[src/rtl/timer_bcd_converter_pkg.sv]
`default_nettype none
// +----------------------------------------------------------------------+
// | timer_bcd_converter_pkg                                               |
// | Shared state encoding and constants for the binary-to-BCD converter.  |
// | Revision: 1.0                                                         |
// +----------------------------------------------------------------------+
package timer_bcd_converter_pkg;

  typedef enum logic [1:0] {
    IDLE  = 2'd0,
    SHIFT = 2'd1,
    DONE  = 2'd2
  } state_t;

  localparam int c_default_width  = 8;
  localparam int c_default_digits = 3;
  localparam int c_add3_threshold = 5;

endpackage
`default_nettype wire

[src/rtl/timer_bcd_converter_bcd_digit_adjust.sv]
`default_nettype none
// +----------------------------------------------------------------------+
// | bcd_digit_adjust                                                      |
// | Double-dabble correction: adds 3 to a BCD digit of 5 or more.         |
// | Revision: 1.0                                                         |
// +----------------------------------------------------------------------+
module bcd_digit_adjust
  import timer_bcd_converter_pkg::*;
(
  input  logic [3:0] digit_in,
  output logic [3:0] digit_out
);

  assign digit_out = (digit_in >= 4'(c_add3_threshold)) ? (digit_in + 4'd3) : digit_in;

endmodule
`default_nettype wire

[src/rtl/timer_bcd_converter.sv]
`default_nettype none
// +----------------------------------------------------------------------+
// | timer_bcd_converter                                                   |
// | Sequential double-dabble converter for the countdown timer display.   |
// | Revision: 1.0                                                         |
// +----------------------------------------------------------------------+
module timer_bcd_converter
  import timer_bcd_converter_pkg::*;
#(
  parameter int WIDTH  = c_default_width,
  parameter int DIGITS = c_default_digits
) (
  input  logic             Clock,
  input  logic             Reset,
  input  logic [WIDTH-1:0] Value,
  input  logic             Load,
  output logic             Busy,
  output logic             Valid,
  output logic [3:0]       Ones,
  output logic [3:0]       Tens,
  output logic [3:0]       Hundreds,
  output logic             BlankHundreds,
  output logic             BlankTens
);

  localparam int c_cnt_w      = $clog2(WIDTH + 1);
  localparam int c_ext_digits = (DIGITS < 3) ? 3 : DIGITS;
  localparam int c_ext_w      = 4 * c_ext_digits;

  state_t              r_state;
  state_t              w_next_state;
  logic [WIDTH-1:0]    r_shift;
  logic [WIDTH-1:0]    r_last;
  logic [4*DIGITS-1:0] r_scratch;
  logic [4*DIGITS-1:0] w_adj;
  logic [c_ext_w-1:0]  w_ext;
  logic [c_cnt_w-1:0]  r_count;
  logic                w_trigger;
  logic                w_last_shift;
  logic                r_valid;
  logic [3:0]          r_ones;
  logic [3:0]          r_tens;
  logic [3:0]          r_hundreds;
  logic                r_blank_h;
  logic                r_blank_t;

  assign w_trigger    = Load || (Value != r_last);
  assign w_last_shift = (r_count == c_cnt_w'(WIDTH - 1));
  // Zero-extend so Hundreds is defined even for a two-digit build.
  assign w_ext        = c_ext_w'(r_scratch);

  for (genvar gi = 0; gi < DIGITS; gi++) begin : g_digit_adjust
    bcd_digit_adjust u_adjust (
      .digit_in  (r_scratch[4*gi +: 4]),
      .digit_out (w_adj[4*gi +: 4])
    );
  end

  always_ff @(posedge Clock) begin
    if (Reset) r_state <= IDLE;
    else       r_state <= w_next_state;
  end

  always_comb begin
    w_next_state = r_state;
    case (r_state)
      IDLE:    if (w_trigger) w_next_state = SHIFT;
      SHIFT:   if (w_last_shift) w_next_state = DONE;
      DONE:    w_next_state = IDLE;
      default: w_next_state = IDLE;
    endcase
  end

  always_ff @(posedge Clock) begin
    if (Reset) begin
      r_shift    <= '0;
      r_last     <= '0;
      r_scratch  <= '0;
      r_count    <= '0;
      r_valid    <= 1'b0;
      r_ones     <= 4'd0;
      r_tens     <= 4'd0;
      r_hundreds <= 4'd0;
      r_blank_h  <= 1'b1;
      r_blank_t  <= 1'b1;
    end else begin
      r_valid <= 1'b0;
      case (r_state)
        IDLE: begin
          if (w_trigger) begin
            r_shift   <= Value;
            r_last    <= Value;
            r_scratch <= '0;
            r_count   <= '0;
          end
        end
        SHIFT: begin
          r_scratch <= {w_adj[4*DIGITS-2:0], r_shift[WIDTH-1]};
          r_shift   <= {r_shift[WIDTH-2:0], 1'b0};
          r_count   <= r_count + 1'b1;
        end
        DONE: begin
          // Only place the visible digits change, so no partial result leaks.
          r_ones     <= w_ext[3:0];
          r_tens     <= w_ext[7:4];
          r_hundreds <= w_ext[11:8];
          r_blank_h  <= (w_ext[11:8] == 4'd0);
          r_blank_t  <= (w_ext[11:8] == 4'd0) && (w_ext[7:4] == 4'd0);
          r_valid    <= 1'b1;
        end
        default: ;
      endcase
    end
  end

  assign Busy          = (r_state != IDLE);
  assign Valid         = r_valid;
  assign Ones          = r_ones;
  assign Tens          = r_tens;
  assign Hundreds      = r_hundreds;
  assign BlankHundreds = r_blank_h;
  assign BlankTens     = r_blank_t;

endmodule
`default_nettype wire

[config.mk]
export PLATFORM = sky130hd
export DESIGN_NAME = timer_bcd_converter
export DESIGN_NICKNAME = d
export VERILOG_FILES = /design/src/rtl/timer_bcd_converter_pkg.sv /design/src/rtl/timer_bcd_converter_bcd_digit_adjust.sv /design/src/rtl/timer_bcd_converter.sv
export SDC_FILE = /design/constraint.sdc
export NUM_CORES = 1
export LEC_CHECK = 0
export CAP_MARGIN = 0
export CELL_PAD_IN_SITES_DETAIL_PLACEMENT = 2
export CELL_PAD_IN_SITES_GLOBAL_PLACEMENT = 2
export CORE_UTILIZATION = 30
export DETAILED_ROUTE_END_ITERATION = 8
export PLACE_DENSITY_LB_ADDON = 0.1
export SETUP_SLACK_MARGIN = 0.15
export SLEW_MARGIN = 20
export SYNTH_ARGS = -nofsm -noshare
export SYNTH_HDL_FRONTEND = slang
export SYNTH_SLANG_ARGS = --single-unit
[constraint.sdc]
create_clock -name Clock -period 2.2 [get_ports Clock]
set_input_delay 0.44 -clock Clock [delete_from_list [all_inputs] [get_ports Clock]]
set_output_delay 0.44 -clock Clock [all_outputs]
set_load 0.05 [all_outputs]
==> results.sh <==
export IMPL_power_share_switching_pct=24.6
export IMPL_maxCapViolCount=0
export IMPL_clk_path_buf_depth=2
export IMPL_final_nets=330
export IMPL_ys_seq_area_share_pct=42.0
export IMPL_cts_root_buffer="clkbuf_8"
export IMPL_setup_viol=0
export IMPL_crit_arrival_ns=2.16
export IMPL_synthCells=270
export IMPL_relSlewSlack_pct=65.5
export IMPL_cts_made_buffers=5
export IMPL_finalWorstSetupSlack_ns=0.246
export IMPL_synth_warnings=0
export IMPL_synth_top_area_share_pct=42.0
export IMPL_crit_path_max_fanout=6
export IMPL_max_freq_mhz=512
export IMPL_firstDrtPassIters=5
export IMPL_die_w_um=90.3
export IMPL_hold_buffers=0
export IMPL_first_global_vias=2240
export IMPL_hold_class="register to register"
export IMPL_grtUsageTotal_pct=16.9
export IMPL_netlist_area_um2=2340
export IMPL_dp_cells=403
export IMPL_drc_errors=0
export IMPL_ir_worst_vdd_mv=0.225
export IMPL_comb_power_share_pct=11.3
export IMPL_yosys_cell_types_count=42
export IMPL_ioPinCount=27
export IMPL_fp_row_count=31
export IMPL_start_util_pct=31.5
export IMPL_crit_path_end_kind="register"
export IMPL_fp_dieH_um=90.3
export IMPL_yosys_area_top_type="dfxtp_1"
export IMPL_yosys_area_share_simple_pct=19.0
export IMPL_grt_pass1_wl_um=10900
export IMPL_fill_cells=858
export IMPL_worstReg2RegStart="r_last[0]$_SDFFE_PP0P_"
export IMPL_fin_setup_tns_ns=0
export IMPL_p_leak_nw=1.06
export IMPL_ant_nets=0
export IMPL_slew_violations=0
export IMPL_dpl_cell_area_um2=2850
export IMPL_seq_area_um2=982
export IMPL_min_from="Ones[2]$_SDFFE_PP0P_"
export IMPL_die_area_um2=8150
export IMPL_syn_area_per_cell_um2=8.66
export IMPL_status="finished clean"
export IMPL_ff2ff_setup_slack_ns=0.44
export IMPL_grt_overflow=0
export IMPL_path_class="primary input to register"
export IMPL_num_vias=2011
export IMPL_holdPathEnd="Ones[2]$_SDFFE_PP0P_"
export IMPL_fp_coreArea_um2=7410
export IMPL_synth_most_common_cell="dfxtp_1"
export IMPL_place_congestion=0.816
export IMPL_powerDensity_nw_per_um2=614
export IMPL_grt_setup_unrepaired="true"
export IMPL_synth_edf_count=0
export IMPL_routed_wl_um=6230
export IMPL_dp_hpwl_um=4680
export IMPL_wire_per_inst_um=15.2
export IMPL_clkTransAtPathRegs_ns=0.09
export IMPL_ys_ff_latch=49
export IMPL_drive_gt1_share_pct=18.6
export IMPL_synth_top_family_by_area="compound AO/OA/AOI/OAI gates"
export IMPL_internal_power_mw=1.38
export IMPL_synth_main_ff_cell="dfxtp_1"
export IMPL_worstReg2RegEnd="r_scratch[0]$_SDFFE_PP0P_"
export IMPL_final_setup_skew_ns=0.00712
export IMPL_holdPathStages=2
export IMPL_vias_per_cell=4.89
export IMPL_grt_max_degree=27
export IMPL_r2r_cells=7
export IMPL_dpl_worst_slack_ns=-0.228
export IMPL_antennaDiodeCount=0
export IMPL_clk_latency_ns=0.31
export IMPL_cts_sinks=49
export IMPL_portBuffers=26
export IMPL_synthTopCellsByCount="49 x dfxtp_1, 40 x nand2_1, 30 x a21oi_1"
export IMPL_drt_iter0_markers=53
export IMPL_p_seq_share_pct=51.0
export IMPL_p_clk_share_pct=37.7
export IMPL_total_power_mw=1.83
export IMPL_period_share_pct=88.8
export IMPL_power_switching_mw=0.449
export IMPL_tightest_slew_ns=0.517
export IMPL_ys_async_sr_fraction_pct=0
export IMPL_cts_tree="built"
export IMPL_synth_compound_area_share_pct=23.5
export IMPL_ys_top_cells_by_area="dfxtp_1 42%, a21oi_1 6.4%, nand2_1 6.4%"
export IMPL_synthesis_nets=289
export IMPL_synth_xor_xnor_area_share_pct=4.12
export IMPL_synthMuxAreaShare_pct=0.910
export IMPL_fin_crit_ns=1.95
export IMPL_multi_input_area_um2=1220
export IMPL_grt_antenna_before_repair=0
export IMPL_final_instance_count_excl_fill=411
export IMPL_finalHoldViolations=0
export IMPL_cts_setup_buffers=0
export IMPL_final_area_um2=2980
export IMPL_area_growth_pct=27.4
export IMPL_cts_htree_levels=2
export IMPL_synth_fa_ha_area_share_pct=4.28
export IMPL_startpoint_type="primary input"
export IMPL_required_ns=2.41
critical path: stages:
cell             delay [ns]
clkdlybuf4s50_1        0.53
inv_1                  0.09
a2111oi_4              0.32
and4_4                 0.29
buf_4                  0.14
nor2_1                 0.04
buf_4                  0.18
o32ai_1                0.14
area by class of cell:
cell class / count / share of cell area [%]
Clock inverter: 1 / 1.01
Timing Repair Buffer: 50 / 15.4
Sequential cell: 49 / 33.0
Multi-Input combinational cell: 185 / 41.0
Inverter: 20 / 2.52
Tap cell: 99 / 4.16
Clock buffer: 7 / 2.90
cells in the final DEF (no fill, tap or decap), types with 2 or more instances in the layout:
cell / instances
dfxtp_1: 48
nand2_1: 40
a21oi_1: 30
clkdlybuf4s50_1: 24
buf_4: 23
nor2_1: 22
inv_1: 19
ha_1: 8
o32ai_2: 7
nand3_1: 7
nand2b_1: 6
o21ai_0: 6
xnor2_1: 6
or3_1: 6
o221a_2: 6
clkbuf_8: 6
xor2_1: 5
nor3_1: 4
nor2b_1: 4
o22ai_1: 4
a2111oi_4: 2
a31oi_1: 2
a211oi_2: 2
nand3b_1: 2
buf_12: 2
cells by family (layout without fill, tap and decap cells):
| family | after synthesis | after routing |
|---|---|---|
| AO/OA/AOI/OAI | 67 | 67 |
| XOR/XNOR | 11 | 11 |
| adder cells (fa/ha/maj) | 8 | 8 |
| buffers and inverters | 36 | 78 |
| flip-flops | 49 | 49 |
| multiplexers | 2 | 2 |
| AND/OR/NAND/NOR | 97 | 97 |
through the flow:
step / hold slack [ns] / utilization, %
finish: 0.459 / 40.2
global route: 0.492 / 40.2
CTS: 0.464 / 40.1
detailed placement: 0.449 / 38.5
global placement: 0.444 / 38.5
floorplan: 0.445 / -
power by group through the flow:
stage	Combinational, mW	Clock, mW	Sequential, mW
floorplan	0.120	0	0.946
global placement	0.204	0	0.952
detailed placement	0.209	0	0.953
CTS	0.211	0.713	0.933
global route	0.229	0.746	0.936
finish	0.206	0.689	0.933
sequential cells by signal (all words and copies together), names as in the netlist:
name and count:
r_shift 8, r_last 8, Tens 4, r_count 4, Valid 1, BlankHundreds 1, r_scratch 12, Ones 4
Hundreds 4, r_state 2, BlankTens 1
metal layers:
| layer | vias up | wire (um) | global-route usage [%] | share of wire (%) |
|---|---|---|---|---|
| li1 | 1009 | - | - | - |
| met1 | 972 | 2880 | 19.6 | 46 |
| met2 | 24 | 3150 | 31.4 | 51 |
| met3 | 6 | 123 | 3.03 | 2.0 |
| met4 | 0 | 80 | 5.24 | 1.3 |
| met5 | - | 0 | 0 | 0 |
worst max path at each step:
stage / start / end / depth (start not counted)
finish: Value[0] / r_scratch[0]$_SDFFE_PP0P_ / 8
global route: Value[0] / r_scratch[0]$_SDFFE_PP0P_ / 8
CTS: Value[0] / r_scratch[0]$_SDFFE_PP0P_ / 8
detailed placement: Value[3] / r_count[2]$_SDFFE_PP0P_ / 7
global placement: Value[3] / r_count[3]$_SDFFE_PP0P_ / 7
floorplan: r_state[0]$_SDFFE_PP0P_ / r_scratch[0]$_SDFFE_PP0P_ / 6
timing repair:
action,CTS,global route
endpoints found under the setup margin,3,23
pin swaps,0,3
resized for setup,1,2
gates cloned,0,0
(Power assumes the default switching activity.)
